--- src/rtl/gpu_pkg.sv ---
// Shared 2D GPU definitions: opcode field bounds and the segment selector codes
// used by the controller to step through the segments of a shape.
package gpu_pkg;

  localparam int LOC_W    = 19;
  localparam int OPCODE_W = 76;
  localparam int PAIR_W   = 2 * LOC_W;

  localparam int LOC1_HI  = 75;
  localparam int LOC1_LO  = 57;
  localparam int LOC2_HI  = 56;
  localparam int LOC2_LO  = 38;
  localparam int LOC3_HI  = 37;
  localparam int LOC3_LO  = 19;
  localparam int FILL_BIT = 18;
  localparam int SPARE_HI = 17;

  typedef enum logic [3:0] {
    SID_L1   = 4'd0,
    SID_TRI1 = 4'd1,
    SID_TRI2 = 4'd2,
    SID_TRI3 = 4'd3,
    SID_CIR1 = 4'd4
  } sid_e;

  typedef logic [LOC_W-1:0] loc_t;

  function automatic logic sid_legal(input logic [3:0] sel);
    return (sel <= SID_CIR1);
  endfunction

endpackage

--- src/rtl/shape_splitter_if.sv ---
// Opcode/selector request and registered location-pair result between the
// shape controller (master) and the splitter (slave).
interface shape_splitter_if;
  import gpu_pkg::*;

  logic [OPCODE_W-1:0] opdata;
  logic [3:0]          output_sel;
  logic                in_valid;
  logic [PAIR_W-1:0]   locations;
  logic                fill;
  logic                out_valid;
  logic                sel_err;

  modport master (
    output opdata, output_sel, in_valid,
    input  locations, fill, out_valid, sel_err
  );

  modport slave (
    input  opdata, output_sel, in_valid,
    output locations, fill, out_valid, sel_err
  );

endinterface

--- src/rtl/splitter_mux.sv ---
// Combinational field selector: picks the {start, end} location pair for one
// shape segment; illegal selectors yield an all-zero result with err set.
module splitter_mux
  import gpu_pkg::*;
(
  input  logic [OPCODE_W-1:0] opdata,
  input  logic [3:0]          output_sel,
  output logic [PAIR_W-1:0]   pair,
  output logic                fill,
  output logic                err
);

  loc_t loc1, loc2, loc3;
  logic unused_spare;

  assign loc1 = opdata[LOC1_HI:LOC1_LO];
  assign loc2 = opdata[LOC2_HI:LOC2_LO];
  assign loc3 = opdata[LOC3_HI:LOC3_LO];
  assign unused_spare = ^opdata[SPARE_HI:0];

  always_comb begin
    pair = '0;
    fill = 1'b0;
    err  = 1'b0;
    case (output_sel)
      SID_L1, SID_TRI1, SID_CIR1: pair = {loc1, loc2};
      SID_TRI2:                   pair = {loc2, loc3};
      SID_TRI3:                   pair = {loc1, loc3};
      default:                    err  = 1'b1;
    endcase
    // fill only travels with a legal segment so an error result is fully zeroed
    if (!err) fill = opdata[FILL_BIT];
  end

endmodule

--- src/rtl/shape_splitter.sv ---
// Registered segment splitter: one-cycle latency from an accepted opcode and
// selector to the location pair presented to the rasteriser.
module shape_splitter
  import gpu_pkg::*;
(
  input  logic               clk,
  input  logic               reset,
  shape_splitter_if.slave    bus
);

  logic [PAIR_W-1:0] mux_pair;
  logic              mux_fill;
  logic              mux_err;

  logic [PAIR_W-1:0] locations_q;
  logic              fill_q;
  logic              out_valid_q;
  logic              sel_err_q;

  splitter_mux u_mux (
    .opdata     (bus.opdata),
    .output_sel (bus.output_sel),
    .pair       (mux_pair),
    .fill       (mux_fill),
    .err        (mux_err)
  );

  // reset wins over in_valid so a result in flight is dropped
  always_ff @(posedge clk) begin
    if (reset) begin
      locations_q <= '0;
      fill_q      <= 1'b0;
      out_valid_q <= 1'b0;
      sel_err_q   <= 1'b0;
    end else if (bus.in_valid) begin
      locations_q <= mux_pair;
      fill_q      <= mux_fill;
      out_valid_q <= 1'b1;
      sel_err_q   <= mux_err;
    end
  end

  assign bus.locations = locations_q;
  assign bus.fill      = fill_q;
  assign bus.out_valid = out_valid_q;
  assign bus.sel_err   = sel_err_q;

endmodule

--- src/flat_wrapper.sv ---
// flat-port wrapper written by rule: the top's interface ports become plain ports
module shape_splitter_flat import gpu_pkg::*;
  (clk, reset, bus_opdata, bus_output_sel, bus_in_valid, bus_locations, bus_fill, bus_out_valid, bus_sel_err);
  shape_splitter_if bus_i ();
  input  logic clk;
  input  logic reset;
  input wire logic [$bits(bus_i.opdata)-1:0] bus_opdata;
  input wire logic [$bits(bus_i.output_sel)-1:0] bus_output_sel;
  input wire logic [$bits(bus_i.in_valid)-1:0] bus_in_valid;
  output wire logic [$bits(bus_i.locations)-1:0] bus_locations;
  output wire logic [$bits(bus_i.fill)-1:0] bus_fill;
  output wire logic [$bits(bus_i.out_valid)-1:0] bus_out_valid;
  output wire logic [$bits(bus_i.sel_err)-1:0] bus_sel_err;
  assign bus_i.opdata = bus_opdata;
  assign bus_i.output_sel = bus_output_sel;
  assign bus_i.in_valid = bus_in_valid;
  assign bus_locations = bus_i.locations;
  assign bus_fill = bus_i.fill;
  assign bus_out_valid = bus_i.out_valid;
  assign bus_sel_err = bus_i.sel_err;
  shape_splitter u_core (.clk(clk), .reset(reset), .bus(bus_i));
endmodule
--- config.mk ---
export PLATFORM = sky130hd
export DESIGN_NAME = shape_splitter_flat
export DESIGN_NICKNAME = d
export VERILOG_FILES = /design/src/rtl/gpu_pkg.sv /design/src/rtl/shape_splitter_if.sv /design/src/rtl/splitter_mux.sv /design/src/rtl/shape_splitter.sv /design/src/flat_wrapper.sv
export SDC_FILE = /design/constraint.sdc
export NUM_CORES = 1
export LEC_CHECK = 0
export ABC_CLOCK_PERIOD_IN_PS = 1420
export BUFFER_PORTS_ARGS = -buffer_cell sky130_fd_sc_hd__buf_2
export CAP_MARGIN = 10
export CORE_MARGIN = 10
export CORE_UTILIZATION = 30
export DETAILED_ROUTE_END_ITERATION = 12
export PLACE_DENSITY_LB_ADDON = 0.1
export RECOVER_POWER = 25
export SYNTH_ARGS = -nofsm -noshare
export SYNTH_HDL_FRONTEND = slang
export SYNTH_SLANG_ARGS = --single-unit
--- constraint.sdc ---
create_clock -name clk -period 1.42 [get_ports clk]
set_input_delay 0.284 -clock clk [delete_from_list [all_inputs] [get_ports clk]]
set_output_delay 0.284 -clock clk [all_outputs]
set_load 0.02 [all_outputs]
==> impl_metrics.yaml <==
die:
  rows: 29
  die_x_microns: 101.8
  start_util_pct: 31.29
  fp.dieArea_sq_um: 10370
  die_h_microns: 101.8
  core_area_sq_um: 6422
  ios: 124
cts:
  cts_buffers: 5
  postCtsSetupRepairBufs: 0
  cts.repair.resized: 0
  clk_pin_slew_ns: 0.08
  h-tree-depth: 2
  cts_sinks: 41
  cts_root_buffer: "clkbuf_8"
  cts_tree: "built"
  clkLatencyLatePin_ns: 0.28
  clockBufferDepth: 2
  cts_hold_buf: 0
min_path:
  min-delay-path-class: "in2reg"
timing:
  tns_ns: 0
  worstMarginPinSlew_ns: 0.9150
  slew_headroom_pct: 38.85
  period_share_pct: 95.02
  fin_crit_ns: 1.349
  rsz0062_at_grt: "no"
  setup_viol: 0
  max_freq_mhz: 741.1
  maxSlewViolCount: 0
  finalWorstSetupSlack_ns: 0.07067
  fin_skew_ns: 0
  hold_violations: 0
placed_design:
  place_area_sq_um: 2688
  gp_congestion: 0.7505
  io_buffers: 105
  hpwl_microns: 5201
  dp_slack_ns: -0.2277
power_and_ir_drop:
  power_mw: 2.388
  p_leak_nw: 1.266
  powerDensity_nw_per_um2: 873.1
  peakVddDrop_v: 0.0003274
synth:
  synth-seq-area-share_pct: 40.85
  synth_cell_types: 22
  syn_area_sq_um: 2009
  synthCells: 210
  synthesis.nets: 293
  ys.warnings.count: 0
  ys_ff_latch: 41
  syn_area_per_cell_sq_um: 9.569
grt:
  grt_use_total_pct: 13.03
  grt_max_degree: 38
  grt-ovfl-total: 0
  antenna_found_initial: 0
  grt_pass1_wl_microns: 10810
  grt_pass1_vias: 2050
layout:
  syn_to_final_growth_pct: 36.11
  design_area_sq_um: 2735
  drive_gt1_share_pct: 39.24
  final_core_util_pct: 42.59
  nNetsFinal: 400
  layout_common_cells: "buf_2 (89), dfxtp_1 (41), a221o_1 (37)"
  final_common_cell: "buf_2"
  num_antenna_cells: 0
routing:
  first_pass_iters: 4
  vias: 2010
  vias_per_cell: 5.115
  drc_errors: 0
  wl_per_cell_microns: 18.08
  drt_iter0_markers: 174
  wl_microns: 7105
  ant_nets: 0
critical_path:
  slowest_delay_ns: 0.70
  path_max_fanout: 37
  critPathSlowestCell: "or4b_2"
  crit_chain: "buf_2 -> or4b_2 -> buf_12 -> a21oi_1 -> a221o_1"
  crit_path_end_kind: "flip-flop"
  critPathKind: "in2reg"
  arrival_ns: 1.58
  startpoint_type: "primary input"
  crit_required_ns: 1.65
  r2r_slack_ns: 0.67
job:
  maxCapViolCount: 0
status:
  status: "complete, no violations"
## cells in the mapped netlist
master	number	share of area (%)
a211o_1	1	0.44
a211oi_1	1	0.37
a21oi_1	20	5.0
a221o_1	37	18
a32o_1	1	0.50
a41o_1	1	0.50
buf_1	2	0.37
buf_2	4	1.0
buf_4	1	0.37
buf_6	5	2.8
clkbuf_1	9	1.7
dfxtp_1	41	41
inv_1	1	0.19
mux2i_1	20	10
nand2_1	19	3.5
nand2b_1	1	0.31
nand3b_1	18	6.7
nor2_1	24	4.5
nor3b_1	1	0.37
nor4b_4	1	1.2
or2_4	1	0.44
or4b_1	1	0.50
## final timing paths
check / endpoint / startpoint / cells after the start
min reg2reg: u_core.bus.out_valid / u_core.bus.out_valid / 2
min: u_core.bus.locations[37] / bus_opdata[75] / 2
max: u_core.bus.locations[33] / reset / 5
max reg2reg: u_core.bus.locations[9] / u_core.bus.locations[9] / 1
## power by group
group          switching (mW)  internal, mW  total [mW]  leakage [nW]
Combinational           0.261         0.203       0.464         0.893
Sequential             0.0227          1.19        1.22         0.334
Clock                   0.384         0.324       0.708        0.0399
## per-stage QoR
step | hold slack [ns] | instances
floorplan | 0.4219 | 210
global placement | 0.4551 | 387
detailed placement | 0.4604 | 387
CTS | 0.2238 | 393
global route | 0.2247 | 393
finish | 0.2343 | 393
## area by class of cell
| cell class | instances | area (sq um) |
|---|---|---|
| Fill cell | 702 | 3687 |
| Tap cell | 77 | 96.34 |
| Clock inverter | 1 | 5.005 |
| Inverter | 1 | 3.754 |
| Timing Repair Buffer | 121 | 634.4 |
| Sequential cell | 41 | 820.8 |
| Multi-Input combinational cell | 147 | 1106 |
| Clock buffer | 5 | 68.82 |
## cells by family (layout without fill, tap and decap cells)
group	count (synthesis)	after routing	synth area share (%)
compound gates	61	61	25.22
buf+inv	22	128	6.413
flops	41	41	40.85
mux	20	20	9.963
simple gates	66	66	17.56
## per-layer routing
layer,vias to the layer above,GRT usage [%],part of all wire [%]
li1,1014,-,-
met1,937,16.92,47
met2,55,19.88,45
met3,4,5.196,7.9
met4,0,2.928,0.55
met5,-,0,0
## flip-flops by register name, indices dropped and copies added, names as in the netlist
signal and count:
u_core.bus.fill 1, u_core.bus.locations 38, u_core.bus.sel_err 1, u_core.bus.out_valid 1
## critical path: cells and delay by family
family                 cells  cell delay [ns]
AO/OA/AOI/OAI              2             0.26
buffers and inverters      2             0.31
AND/OR/NAND/NOR            1             0.70
(Power assumes the default switching activity.)
